[config.mk]
export PLATFORM = sky130hd
export DESIGN_NAME = bitstream_fetcher
export DESIGN_NICKNAME = d
export VERILOG_FILES = /design/src/rtl/pmu_pkg.sv /design/src/rtl/bitstream_fetcher_blk_assembler.sv /design/src/rtl/bitstream_fetcher.sv
export SDC_FILE = /design/constraint.sdc
export NUM_CORES = 1
export LEC_CHECK = 0
export ABC_AREA = 1
export CORE_MARGIN = 2
export CORE_UTILIZATION = 35
export CTS_CLUSTER_DIAMETER = 120
export CTS_CLUSTER_SIZE = 20
export DETAILED_ROUTE_END_ITERATION = 10
export GPL_TIMING_DRIVEN = 0
export SLEW_MARGIN = 20
export SYNTH_ARGS = -nofsm -noshare
export SYNTH_HDL_FRONTEND = slang
export SYNTH_SLANG_ARGS = --single-unit
export TNS_END_PERCENT = 50
[constraint.sdc]
create_clock -name clk -period 2.5 [get_ports clk]
set_input_delay 0.25 -clock clk [delete_from_list [all_inputs] [get_ports clk]]
set_output_delay 0.25 -clock clk [all_outputs]
set_load 0.005 [all_outputs]
[src/rtl/pmu_pkg.sv]
// Shared definitions for the PMU bitstream path: fetcher FSM states and block geometry.
package pmu_pkg;

    localparam int ADDR_WIDTH_DEF      = 8;
    localparam int DATA_LENGTH_DEF     = 32;
    localparam int AES_DATA_LENGTH_DEF = 128;
    localparam int WORDS_PER_BLOCK     = AES_DATA_LENGTH_DEF / DATA_LENGTH_DEF;
    localparam int LOAD_CYCLES         = 2;

    typedef enum logic [2:0] {
        ST_IDLE,
        ST_LOAD,
        ST_CHECK,
        ST_FETCH,
        ST_WAIT,
        ST_PRESENT,
        ST_DONE
    } fetch_state_t;

endpackage

[src/rtl/bitstream_fetcher_blk_assembler.sv]
// Block assembly register: each incoming word lands in the slot selected by its word index,
// word 0 in the most significant slot.
module blk_assembler
    import pmu_pkg::*;
#(
    parameter int WORD_W = DATA_LENGTH_DEF,
    parameter int WORDS  = WORDS_PER_BLOCK,
    localparam int IDXW  = (WORDS > 1) ? $clog2(WORDS) : 1
) (
    input  logic                    clk,
    input  logic                    rst_n,
    input  logic                    i_clear,
    input  logic                    i_load,
    input  logic [IDXW-1:0]         i_idx,
    input  logic [WORD_W-1:0]       i_word,
    output logic [WORD_W*WORDS-1:0] o_blk
);

    genvar gi;
    generate
        for (gi = 0; gi < WORDS; gi++) begin : g_slot
            logic [WORD_W-1:0] r_slot;

            always_ff @(posedge clk or negedge rst_n) begin
                if (!rst_n) begin
                    r_slot <= '0;
                end else if (i_clear) begin
                    r_slot <= '0;
                end else if (i_load && (i_idx == IDXW'(gi))) begin
                    r_slot <= i_word;
                end
            end

            assign o_blk[(WORDS-1-gi)*WORD_W +: WORD_W] = r_slot;
        end
    endgenerate

endmodule

[src/rtl/bitstream_fetcher.sv]
// Reads the bootloader record, streams the bitstream from configuration memory word by word
// and hands 128-bit blocks to the AES core over a valid/ready handshake.
module bitstream_fetcher
    import pmu_pkg::*;
#(
    parameter int ADDR_WIDTH      = ADDR_WIDTH_DEF,
    parameter int DATA_LENGTH     = DATA_LENGTH_DEF,
    parameter int AES_DATA_LENGTH = AES_DATA_LENGTH_DEF
) (
    input  logic                       clk,
    input  logic                       rst_n,
    input  logic                       start_i,
    input  logic [ADDR_WIDTH-1:0]      bl_addr_i,
    input  logic [DATA_LENGTH-1:0]     bl_len_i,
    output logic                       mem_rd_en_o,
    output logic [ADDR_WIDTH-1:0]      mem_addr_o,
    input  logic [DATA_LENGTH-1:0]     mem_data_i,
    output logic [AES_DATA_LENGTH-1:0] blk_data_o,
    output logic                       blk_valid_o,
    input  logic                       blk_ready_i,
    output logic                       busy_o,
    output logic                       done_o,
    output logic                       err_o
);

    localparam int WPB = AES_DATA_LENGTH / DATA_LENGTH;
    localparam int WIW = (WPB > 1) ? $clog2(WPB) : 1;
    localparam int LCW = (LOAD_CYCLES > 1) ? $clog2(LOAD_CYCLES) : 1;
    localparam int EW  = ADDR_WIDTH + DATA_LENGTH + 2;

    fetch_state_t           r_state;
    logic [LCW-1:0]         r_load_cnt;
    logic [ADDR_WIDTH-1:0]  r_base;
    logic [DATA_LENGTH-1:0] r_nblk;
    logic [DATA_LENGTH-1:0] r_blk_idx;
    logic [WIW-1:0]         r_word_idx;
    logic                   r_mem_rd_en;
    logic [ADDR_WIDTH-1:0]  r_mem_addr;
    logic                   r_cap_en;
    logic [WIW-1:0]         r_cap_idx;
    logic                   r_blk_valid;
    logic                   r_busy;
    logic                   r_done;
    logic                   r_err;

    logic                       w_start_accept;
    logic [EW-1:0]              w_end;
    logic [EW-1:0]              w_limit;
    logic                       w_overflow;
    logic                       w_last_word;
    logic                       w_last_blk;
    logic [AES_DATA_LENGTH-1:0] w_blk_data;

    assign w_start_accept = (r_state == ST_IDLE) && start_i;
    // Range check in a width that cannot wrap for any base/length combination.
    assign w_end       = EW'(r_base) + (EW'(r_nblk) * EW'(WPB));
    assign w_limit     = EW'(1) << ADDR_WIDTH;
    assign w_overflow  = (w_end > w_limit);
    assign w_last_word = (r_word_idx == WIW'(WPB - 1));
    assign w_last_blk  = (r_blk_idx == (r_nblk - DATA_LENGTH'(1)));

    always_ff @(posedge clk or negedge rst_n) begin
        if (!rst_n) begin
            r_state     <= ST_IDLE;
            r_load_cnt  <= '0;
            r_base      <= '0;
            r_nblk      <= '0;
            r_blk_idx   <= '0;
            r_word_idx  <= '0;
            r_mem_rd_en <= 1'b0;
            r_mem_addr  <= '0;
            r_cap_en    <= 1'b0;
            r_cap_idx   <= '0;
            r_blk_valid <= 1'b0;
            r_busy      <= 1'b0;
            r_done      <= 1'b0;
            r_err       <= 1'b0;
        end else begin
            // Memory data returns one cycle after the strobe, so the capture lags the read.
            r_cap_en  <= r_mem_rd_en;
            r_cap_idx <= r_word_idx;
            r_done    <= 1'b0;
            case (r_state)
                ST_IDLE: begin
                    if (start_i) begin
                        r_state    <= ST_LOAD;
                        r_err      <= 1'b0;
                        r_busy     <= 1'b1;
                        r_load_cnt <= '0;
                    end
                end
                ST_LOAD: begin
                    if (r_load_cnt == LCW'(LOAD_CYCLES - 1)) begin
                        r_base  <= bl_addr_i;
                        r_nblk  <= bl_len_i;
                        r_state <= ST_CHECK;
                    end else begin
                        r_load_cnt <= r_load_cnt + LCW'(1);
                    end
                end
                ST_CHECK: begin
                    if (r_nblk == '0) begin
                        r_state <= ST_DONE;
                        r_done  <= 1'b1;
                    end else if (w_overflow) begin
                        r_err   <= 1'b1;
                        r_state <= ST_DONE;
                        r_done  <= 1'b1;
                    end else begin
                        r_state     <= ST_FETCH;
                        r_mem_rd_en <= 1'b1;
                        r_mem_addr  <= r_base;
                        r_word_idx  <= '0;
                        r_blk_idx   <= '0;
                    end
                end
                ST_FETCH: begin
                    if (w_last_word) begin
                        r_mem_rd_en <= 1'b0;
                        r_state     <= ST_WAIT;
                    end else begin
                        r_word_idx <= r_word_idx + WIW'(1);
                        r_mem_addr <= r_mem_addr + ADDR_WIDTH'(1);
                    end
                end
                ST_WAIT: begin
                    r_state     <= ST_PRESENT;
                    r_blk_valid <= 1'b1;
                end
                ST_PRESENT: begin
                    if (blk_ready_i) begin
                        r_blk_valid <= 1'b0;
                        if (w_last_blk) begin
                            r_state <= ST_DONE;
                            r_done  <= 1'b1;
                        end else begin
                            // Blocks are contiguous, so the next address follows the last read.
                            r_blk_idx   <= r_blk_idx + DATA_LENGTH'(1);
                            r_state     <= ST_FETCH;
                            r_mem_rd_en <= 1'b1;
                            r_mem_addr  <= r_mem_addr + ADDR_WIDTH'(1);
                            r_word_idx  <= '0;
                        end
                    end
                end
                ST_DONE: begin
                    r_state <= ST_IDLE;
                    r_busy  <= 1'b0;
                end
                default: begin
                    r_state     <= ST_IDLE;
                    r_busy      <= 1'b0;
                    r_mem_rd_en <= 1'b0;
                    r_blk_valid <= 1'b0;
                end
            endcase
        end
    end

    blk_assembler #(
        .WORD_W (DATA_LENGTH),
        .WORDS  (WPB)
    ) u_blk_assembler (
        .clk     (clk),
        .rst_n   (rst_n),
        .i_clear (w_start_accept),
        .i_load  (r_cap_en),
        .i_idx   (r_cap_idx),
        .i_word  (mem_data_i),
        .o_blk   (w_blk_data)
    );

    assign mem_rd_en_o = r_mem_rd_en;
    assign mem_addr_o  = r_mem_addr;
    assign blk_data_o  = w_blk_data;
    assign blk_valid_o = r_blk_valid;
    assign busy_o      = r_busy;
    assign done_o      = r_done;
    assign err_o       = r_err;

endmodule
==> results of run 1 <==
[repair_timing]
| item | CTS | global route |
|---|---|---|
| hold buffers | 1 | 0 |
| setup buffers | 6 | 8 |
| endpoints found under the setup margin | 47 | 124 |
| endpoints found under the hold margin | 70 | 0 |
| gates cloned | 0 | 1 |
| gates resized for setup | 26 | 80 |
| pin swaps | 10 | 25 |
[where the power goes]
| group | leakage (nW) | total (W) | internal [W] | switching [W] |
|---|---|---|---|---|
| clock | 0.206 | 0.00248 | 0.00120 | 0.00128 |
| sequential | 2.76 | 0.00638 | 0.00510 | 0.00128 |
| combinational | 4.24 | 0.0105 | 0.00459 | 0.00594 |
[layout by cell type, fill, tap and decap left out, drive strengths merged, types with 2 or more instances in the layout]
master,n
a21oi,41
and2,3
buf,34
clkbuf,58
clkdlybuf4s50,215
clkinv,3
dfrtp,222
ha,11
inv,131
mux2,10
mux2i,7
nand2,569
nand3,115
nand3b,11
nand4,22
nor2,202
nor3,27
nor3b,2
nor4,5
o21ai,183
o21bai,2
or2,16
xnor2,7
xor2,29
[cell families after synthesis]
logic type / count (synthesis) / share of synthesized area
AOI/OAI and AO/OA: 231 / 0.102
buffers and inverters: 193 / 0.0632
and+or+nand+nor: 973 / 0.330
adders and majority gates: 12 / 0.0128
DFF: 222 / 0.450
muxes: 17 / 0.0148
xor gates and xnor gates: 37 / 0.0273
[layer usage]
layer	vias to the layer above	wire length (um)	part of all wire	GRT usage
met5	-	0	0	0
met4	0	1030	0.025	0.0541
met3	63	3450	0.084	0.0294
met2	453	18800	0.46	0.367
met1	5812	17700	0.43	0.297
li1	5910	-	-	-
[through the flow]
| stage | instance area, um^2 | setup TNS (ns) | power (W) | util | cells |
|---|---|---|---|---|---|
| 2_1_floorplan | 12400 | 0 | 0.0114 | - | 1685 |
| 3_3_place_gp | 15100 | -1906.71 | 0.0159 | 0.437 | 2356 |
| 3_5_place_dp | 15200 | -30.04 | 0.0161 | 0.438 | 2358 |
| 4_1_cts | 15800 | -20.02 | 0.0189 | 0.455 | 2382 |
| 5_1_grt | 16100 | -22.49 | 0.0209 | 0.465 | 2390 |
| 6_report | 16100 | -16.45 | 0.0194 | 0.465 | 2390 |
[synthesized netlist by cell type (16+ instances only)]
cell	count
o21ai_2	24
or2_2	16
a21oi_1	41
nand2_1	555
xor2_1	29
nor3_1	27
nor2_1	191
o21ai_0	149
dfrtp_1	222
clkbuf_1	41
nand3_1	113
inv_1	126
nand4_1	22
[state kept, by name (all words and copies together), names as in the netlist]
name,count
busy_o,1
r_blk_idx,32
r_base,8
r_cap_en,1
r_word_idx,2
mem_rd_en_o,1
u_blk_assembler.g_slot.r_slot,128
r_load_cnt,1
done_o,1
err_o,1
mem_addr_o,8
r_cap_idx,2
r_nblk,32
r_state,3
blk_valid_o,1
[worst max-delay path: stages, from the launching register on]
cell      delay, ns
dfrtp_2        0.48
buf_4          0.16
fa_2           0.42
nand2_2        0.10
nand3_2        0.07
nand3_2        0.11
nand2_4        0.10
nand2_1        0.07
nand2_1        0.05
nand2_1        0.05
nand2_1        0.06
inv_2          0.07
o211ai_1       0.13
nor2_4         0.17
nand3_2        0.11
nand2_4        0.10
nand3_4        0.08
buf_12         0.16
buf_12         0.14
nand2_1        0.05
o21ai_1        0.06
[path summary, 6_finish.rpt]
| path | slack (ns) | endpoint | from |
|---|---|---|---|
| hold / removal | 0.30 | u_blk_assembler.g_slot[0].r_slot[26] | rst_n |
| setup reg to reg | -0.39 | r_blk_idx[28] | r_nblk[1] |
| max in group asynchronous | 1.25 | u_blk_assembler.g_slot[3].r_slot[8] | rst_n |
| setup / recovery | -0.39 | r_blk_idx[28] | r_nblk[1] |
| min in group clk | 0.32 | r_nblk[0] | bl_len_i[0] |
| hold reg to reg | 0.42 | r_cap_idx[1] | r_word_idx[1] |
[final cells by class]
cell class                      count  area [um^2]  area share
Clock inverter                      2         46.3     0.00288
Tap cell                          455          569      0.0354
Clock buffer                       15          375      0.0233
Multi-Input combinational cell   1270         6330       0.394
Buffer                             59          334      0.0208
Timing Repair Buffer              234         2370       0.147
Sequential cell                   222         5570       0.346
Inverter                          133          499      0.0310
==> results.ini, run 1 <==
[logic_synthesis]
async_flop_share = 1.00
syn_nets = 1773
yosysSeqAreaShare = 0.450
synth_cells = 1685
synthDistinctLibCells = 41
yosys.area.top_type_share = 0.450
ys_warn_count = 0
synth_area_leaders = dfrtp_1 (45%), nand2_1 (17%), o21ai_0 (6.0%), nor2_1 (5.8%), nand3_1 (4.6%)
synth_edf_count = 0
avgSynthCellArea_um2 = 7.33
netlist_area_um2 = 12400
ys_ff_latch = 222
yosysTopAreaCell = dfrtp_1
ys_dominant_reg_cell = dfrtp_1

[layout]
nFillCells = 3499
finalNetCount = 2023
antennaDiodeCount = 0
drive_above_1_share = 0.102
area_delta_synth_final_pct = 30.2

[sta]
hold_viol = 0
finalSetupViolCount = 47
finalWorstSetupSlack_ns = -0.391
slew_viol_final = 0
relSlewSlack = 0.540
rsz0062_at_grt = true
whs_ns = 0.295
worst_slew_pin_slew_ns = 0.690
fin_skew_ns = 0.0169
fin_crit_sh = 1.16
min_period_ns = 2.89
fmax_mhz = 346

[grt]
grt_pass1_vias = 11700
grt_first_pass_wirelength_mm = 63.9
grt_antenna_before_repair = 0
grt_overflow = 0
grt_start_max_net_pins = 99
track_usage = 0.219

[die]
core_area_um2 = 34600
fp.dieH_um = 192
rows = 68
start_util = 0.357
io_pins = 217
fp.dieArea_um2 = 36800
dieWidth_um = 192

[worst_setup_path]
r2r_cells = 20
crit_required_ns = 2.88
worstSetupPathType = register to register
cp_max_fo = 10
crit_path_start_kind = register
end_kind = register
worstPathArrival_ns = 3.27

[cts]
cts_tree = done
cts_root_buf = clkbuf_16
cts.clk_slew.worst_paths_ns = 0.09
clk_latency_ns = 0.50
cts_buffers = 15
clockBufferDepth = 3
clock-sinks = 222
htreeDepth = 1

[place]
port_buffers = 216
hpwl_mm = 31.7
place_ws_ns = -0.786
gp_congestion = 0.938

[detailed_routing]
drc_errors = 0
viasPerCell = 5.12
dr.first_iter.drc_count = 986
drtAntennaViolNets = 0
drtPass1Iterations = 5
vias = 12200
routed_wirelength_mm = 41.0
post_drt_wl_per_cell_um = 17.1

[power_and_ir_drop]
vdd_ir_drop_max_uv = 619
p_leak_nw = 7.21
power_density_nw_per_um2 = 1200

[run]
cap_violations = 0

[outcome]
outcome = finished, violations left
violations = setup timing

[min_path]
hold_class = primary input to asynchronous set/reset pin

(Power assumes the default switching activity.)
==> inputs of run 2 (changes only) <==
- SLEW_MARGIN: 20 -> 10
==> results.ini, run 2 (synthesis gave the netlist of run 1 again) <==
[outcome]
violations = setup timing  ; unchanged
outcome = finished, violations left  ; unchanged

[detailed_routing]
drtPass1Iterations = 5  ; unchanged
post_drt_wl_per_cell_um = 17.1  ; about the same
drtAntennaViolNets = 0  ; unchanged
viasPerCell = 5.10  ; was 5.12
vias = 12200  ; about the same
routed_wirelength_mm = 40.8  ; was 41.0 mm
dr.first_iter.drc_count = 960  ; was 986
drc_errors = 0  ; unchanged

[worst_setup_path]
r2r_cells = 17  ; was 20
cp_max_fo = 10  ; unchanged
worstSetupPathType = register to register  ; unchanged
reg2reg_to = r_blk_idx[28]  ; unchanged
r2r_slack_ns = -0.39  ; about the same
end_kind = register  ; unchanged
worstPathArrival_ns = 3.26  ; was 3.27 ns
crit_path_start_kind = register  ; unchanged
r2r_start = r_nblk[0]  ; was r_nblk[1]
crit_required_ns = 2.87  ; was 2.88 ns

[grt]
grt_first_pass_wirelength_mm = 63.9  ; about the same
grt_pass1_vias = 11700  ; about the same
grt_antenna_before_repair = 0  ; unchanged
grt_start_max_net_pins = 111  ; was 99
track_usage = 0.219  ; about the same
grt_overflow = 0  ; unchanged

[cts]
clk_latency_ns = 0.50  ; about the same
cts_tree = done  ; unchanged
clockBufferDepth = 3  ; unchanged
htreeDepth = 1  ; unchanged
clock-sinks = 222  ; unchanged
cts_root_buf = clkbuf_16  ; unchanged
cts_buffers = 15  ; unchanged
cts.clk_slew.worst_paths_ns = 0.09  ; about the same

[die]
fp.dieArea_um2 = 36800  ; unchanged
core_area_um2 = 34600  ; unchanged
io_pins = 217  ; unchanged
dieWidth_um = 192  ; unchanged
fp.dieH_um = 192  ; unchanged
rows = 68  ; unchanged
start_util = 0.357  ; unchanged

[sta]
slew_viol_final = 0  ; unchanged
worst_slew_pin_slew_ns = 0.705  ; was 0.690 ns
hold_viol = 0  ; unchanged
whs_ns = 0.137  ; was 0.295 ns
relSlewSlack = 0.530  ; was 0.540
finalWorstSetupSlack_ns = -0.388  ; was -0.391 ns
fmax_mhz = 346  ; about the same
fin_crit_sh = 1.16  ; about the same
min_period_ns = 2.89  ; about the same
fin_skew_ns = 0.0161  ; was 0.0169 ns
rsz0062_at_grt = true  ; unchanged
finalSetupViolCount = 47  ; unchanged

[place]
hpwl_mm = 31.5  ; was 31.7 mm
port_buffers = 216  ; unchanged
dpl_cell_area_um2 = 15200  ; unchanged
gp_congestion = 0.938  ; unchanged
dp_cells = 2358  ; unchanged

[layout]
stdcell_count = 2386  ; was 2390
layout_commonest_cell = nand2_1  ; unchanged
top_register = u_blk_assembler.g_slot.r_slot  ; unchanged
largest_reg_flops = 128  ; unchanged
final_cell_mix = nand2_1 (538), dfrtp_1 (215), clkdlybuf4s50_1 (215), nor2_1 (180), o21ai_0 (146)  ; was nand2_1 (540), clkdlybuf4s50_1 (215), dfrtp_1 (214), nor2_1 (177), o21ai_0 (143)
antennaDiodeCount = 0  ; unchanged
postLayoutCoreUtil = 0.461  ; was 0.465
finalNetCount = 2019  ; was 2023
drive_above_1_share = 0.0989  ; was 0.102
area_delta_synth_final_pct = 29.3  ; was 30.2%
reg_top3 = u_blk_assembler.g_slot.r_slot: 128 flops, r_blk_idx: 32 flops, r_nblk: 32 flops  ; unchanged
finish.instance_area_um2 = 16000  ; was 16100 um^2

[power_and_ir_drop]
p_total_w = 0.0191  ; was 0.0194 W
p_leak_nw = 7.15  ; was 7.21 nW
vdd_ir_drop_max_uv = 526  ; was 619 uV
power_density_nw_per_um2 = 1200  ; about the same

[run]
cap_violations = 0  ; unchanged

[min_path]
hold_class = primary input to asynchronous set/reset pin  ; unchanged

run 2: changes by cell type in the layout (fill, tap and decap cells not counted), sizes merged:
cell	delta
clkbuf	-1
buf	-3
run 2: cell type report:
class | count | area, um^2
buffer | 59 | 332
clock buffer | 15 | 375
clock inverter | 2 | 46.3
fill | 3502 | 18700
inverter | 133 | 502
multi-input combinational | 1270 | 6270
sequential | 222 | 5560
tap | 455 | 569
timing repair buffer | 230 | 2310
run 2: worst max path at each step:
stage	slack, ns	to	cells after the start	startpoint
2_1_floorplan	0.002	r_blk_idx[5]	17	r_nblk[0]
3_3_place_gp	-8.47	u_blk_assembler.g_slot[2].r_slot[6]	1	rst_n
3_5_place_dp	-0.78	mem_addr_o[4]	16	r_nblk[0]
4_1_cts	-0.44	r_blk_idx[28]	18	r_nblk[0]
5_1_grt	-0.56	r_blk_idx[29]	18	r_nblk[0]
6_report	-0.39	r_blk_idx[28]	17	r_nblk[0]
run 2: stage by stage:
stage | setup TNS, ns | worst slack (ns)
after global placement | -1906.71 | -8.47
final | -15.58 | -0.388
after floorplan | 0 | 0.00232
after global routing | -24.31 | -0.563
after detailed placement | -29.16 | -0.779
after CTS | -18.31 | -0.445
run 2: worst max-delay path, stage by stage (launching register included):
cell and delay [ns]:
dfrtp_2 0.50, ha_4 0.20, fa_2 0.38, nand2_2 0.09, nand3_2 0.07, nand3_2 0.10, nand2_4 0.10, nand2_2 0.10
xor2_1 0.15, nand4_1 0.16, nor2_4 0.20, nand3_2 0.11, nand2_4 0.10, nand3_4 0.08, buf_12 0.16, buf_12 0.15
nand2_1 0.05, o21ai_1 0.06
run 2: per-layer routing:
| layer | up-vias | GRT usage | part of all wire |
|---|---|---|---|
| met5 | - | 0 | 0 |
| met4 | 0 | 0.0506 | 0.020 |
| met3 | 53 | 0.0294 | 0.080 |
| met2 | 443 | 0.367 | 0.46 |
| met1 | 5765 | 0.301 | 0.44 |
| li1 | 5914 | - | - |
run 2: timing repair:
| item | in CTS | in global routing |
|---|---|---|
| setup endpoints to repair | 47 | 80 |
| pin swaps | 10 | 17 |
| endpoints found under the hold margin | 222 | 0 |
| resized for setup | 27 | 64 |
| buffers inserted | 6 | 5 |
| hold buffers | 1 | 0 |
run 2: where the power goes:
part | internal (W) | leakage (nW) | switching, W
clock network | 0.00120 | 0.206 | 0.00127
registers | 0.00510 | 2.76 | 0.00130
logic | 0.00445 | 4.19 | 0.00582
total | 0.0107 | 7.15 | 0.00840
==> inputs of run 3 (changes only) <==
- CORE_UTILIZATION: 35 -> 25
==> results.ini, run 3 (synthesis gave the netlist of run 1 again) <==
[outcome]
outcome = finished, violations left  ; unchanged
violations = setup timing  ; unchanged

[cts]
clockBufferDepth = 3  ; unchanged
clk_latency_ns = 0.52  ; was 0.50 ns
cts.clk_slew.worst_paths_ns = 0.10  ; was 0.09 ns
cts_tree = done  ; unchanged
clock-sinks = 222  ; unchanged
cts_root_buf = clkbuf_16  ; unchanged
htreeDepth = 1  ; unchanged
cts_buffers = 16  ; was 15

[detailed_routing]
routed_wirelength_mm = 43.4  ; was 40.8 mm
viasPerCell = 4.67  ; was 5.10
dr.first_iter.drc_count = 892  ; was 960
drtAntennaViolNets = 0  ; unchanged
drc_errors = 0  ; unchanged
post_drt_wl_per_cell_um = 16.7  ; was 17.1 um
drtPass1Iterations = 5  ; unchanged
vias = 12100  ; was 12.2k

[power_and_ir_drop]
pwr-share-clk = 0.133  ; was 0.129
p_leak_nw = 7.25  ; was 7.15 nW
power_density_nw_per_um2 = 1210  ; was 1200 nW/um^2
p_switching_w = 0.00882  ; was 0.00840 W
combPwrFrac = 0.545  ; was 0.537
p_total_w = 0.0199  ; was 0.0191 W
p_sw_frac = 0.443  ; was 0.439
vdd_ir_drop_max_uv = 430  ; was 526 uV
seqPwrFrac = 0.322  ; was 0.334
p_int_w = 0.0111  ; was 0.0107 W

[worst_setup_path]
crit_buf_inv = 3  ; was 2
crit_required_ns = 2.90  ; was 2.87 ns
worstSetupPathType = register to register  ; unchanged
crit_path_start_kind = register  ; unchanged
reg2reg_to = mem_addr_o[2]  ; was r_blk_idx[28]
path_common_cell = nand2_1  ; was nand3_2
r2r_start = r_nblk[0]  ; unchanged
r2r_slack_ns = -0.43  ; was -0.39 ns
crit_family = simple AND/OR/NAND/NOR gates  ; unchanged
critical-path-max-stage-delay_ns = 0.50  ; about the same
path_cells = ha_4, fa_2, buf_6, nand3_2, nand2_2, nand4_1, nand2_1, nand2_1, nand2_1, nor2_1, nand2_1, nor2_4, nand3_2, nand2_4, buf_6, nand3_4, buf_8, nand2_2, o21ai_1  ; was ha_4, fa_2, nand2_2, nand3_2, nand3_2, nand2_4, nand2_2, xor2_1, nand4_1, nor2_4, nand3_2, nand2_4, nand3_4, buf_12, buf_12, nand2_1, o21ai_1
cp_max_fo = 5  ; was 10
crit_slowest_cell = dfrtp_2  ; unchanged
r2r_cells = 19  ; was 17
worstPathArrival_ns = 3.33  ; was 3.26 ns
end_kind = register  ; unchanged

[sta]
rsz0062_at_grt = true  ; unchanged
min_period_ns = 2.93  ; was 2.89 ns
finalSetupTns_ns = -18.03  ; was -15.58 ns
finalSetupViolCount = 47  ; unchanged
fin_skew_ns = 0.0298  ; was 0.0161 ns
relSlewSlack = 0.570  ; was 0.530
fin_crit_sh = 1.17  ; was 1.16
fmax_mhz = 341  ; was 346 MHz
hold_viol = 0  ; unchanged
worst_slew_pin_slew_ns = 0.645  ; was 0.705 ns
finalWorstSetupSlack_ns = -0.431  ; was -0.388 ns
slew_viol_final = 0  ; unchanged

[layout]
layout_commonest_cell = nand2_1  ; unchanged
reg_top3 = u_blk_assembler.g_slot.r_slot: 128 flops, r_blk_idx: 32 flops, r_nblk: 32 flops  ; unchanged
drive_above_1_share = 0.116  ; was 0.0989
final_cell_mix = nand2_1 (516), dfrtp_1 (216), clkdlybuf4s50_1 (215), nor2_1 (178), o21ai_0 (139)  ; was nand2_1 (538), dfrtp_1 (215), clkdlybuf4s50_1 (215), nor2_1 (180), o21ai_0 (146)
area_delta_synth_final_pct = 33.7  ; was 29.3%
finalNetCount = 2024  ; was 2019
stdcell_count = 2604  ; was 2386
largest_reg_flops = 128  ; unchanged
antennaDiodeCount = 0  ; unchanged
top_register = u_blk_assembler.g_slot.r_slot  ; unchanged
finish.instance_area_um2 = 16500  ; was 16000 um^2

[die]
rows = 81  ; was 68
start_util = 0.253  ; was 0.357
fp.dieArea_um2 = 51200  ; was 36800 um^2
fp.dieH_um = 226  ; was 192 um
core_area_um2 = 48800  ; was 34600 um^2
io_pins = 217  ; unchanged
dieWidth_um = 226  ; was 192 um

[grt]
grt_pass1_vias = 11800  ; was 11.7k
grt_antenna_before_repair = 1  ; was 0
track_usage = 0.168  ; was 0.219
grt_start_max_net_pins = 95  ; was 111
grt_first_pass_wirelength_mm = 67.2  ; was 63.9 mm
grt_overflow = 0  ; unchanged

[place]
port_buffers = 216  ; unchanged
gp_congestion = 0.919  ; was 0.938
hpwl_mm = 33.5  ; was 31.5 mm
dpl_cell_area_um2 = 15400  ; was 15200 um^2
dp_cells = 2567  ; was 2358
place_ws_ns = -0.816  ; was -0.779 ns

[run]
cap_violations = 0  ; unchanged

[min_path]
hold_class = primary input to asynchronous set/reset pin  ; unchanged

==> run 3: cell types whose count changed in the layout (fill, tap and decap cells not counted), sizes merged <==
cell,change
clkinv,+3
bufinv,-1
buf,+3
clkbuf,+3
clkinvlp,+2
inv,-1
==> run 3: power groups by stage <==
stage | logic [W] | clock network (W) | registers, W
finish | 0.0109 | 0.00265 | 0.00641
global placement | 0.00969 | 0 | 0.00639
CTS | 0.0106 | 0.00277 | 0.00640
detailed placement | 0.00982 | 0 | 0.00642
floorplan | 0.00531 | 0 | 0.00613
global route | 0.0121 | 0.00289 | 0.00661
==> run 3: worst max path at each step <==
| stage | startpoint | end | slack [ns] | cells past startpoint |
|---|---|---|---|---|
| global route | r_nblk[0] | r_word_idx[0] | -0.57 | 19 |
| global placement | rst_n | r_nblk[2] | -8.33 | 1 |
| CTS | r_nblk[0] | mem_addr_o[6] | -0.45 | 20 |
| detailed placement | r_nblk[0] | mem_addr_o[6] | -0.82 | 16 |
| floorplan | r_nblk[0] | r_blk_idx[5] | 0.002 | 17 |
| finish | r_nblk[0] | mem_addr_o[2] | -0.43 | 19 |
==> run 3: layout make-up <==
type	instances	area, um^2
plain buffers	60	344
clock buffers	17	425
clock inverters	5	52.6
fillers	5251	32300
inverters	133	502
multi-input cells	1270	6390
flip-flops and latches	222	5560
well taps	664	831
repair buffers	233	2410
==> run 3: metal layers <==
layer,up-vias,routed length (um),global-route usage
met4,2,1110,0.0456
met2,404,20400,0.287
met5,-,13,0
li1,5916,-,-
met1,5770,18800,0.218
met3,56,2990,0.0288
==> run 3: stage by stage <==
stage                util  hold slack (ns)
global placement    0.315            0.418
finish              0.338            0.224
global route        0.338            0.218
CTS                 0.334            0.201
detailed placement  0.316            0.169
floorplan               -          -0.0456
==> run 3: worst register-to-register path, cell delays in order (launching register included) <==
cell	delay (ns)
dfrtp_2	0.50
ha_4	0.20
fa_2	0.37
buf_6	0.14
nand3_2	0.06
nand2_2	0.06
nand4_1	0.11
nand2_1	0.07
nand2_1	0.06
nand2_1	0.07
nor2_1	0.12
nand2_1	0.10
nor2_4	0.19
nand3_2	0.12
nand2_4	0.11
buf_6	0.11
nand3_4	0.12
buf_8	0.18
nand2_2	0.06
o21ai_1	0.06
==> run 3: what timing repair did <==
item                       in CTS  in global routing
hold endpoints to repair       44                  0
hold buffers                    1                  0
pin swaps                      17                 18
setup endpoints to repair      50                171
gates cloned                    3                  1
setup buffers                   8                  3
resized for setup              78                 63
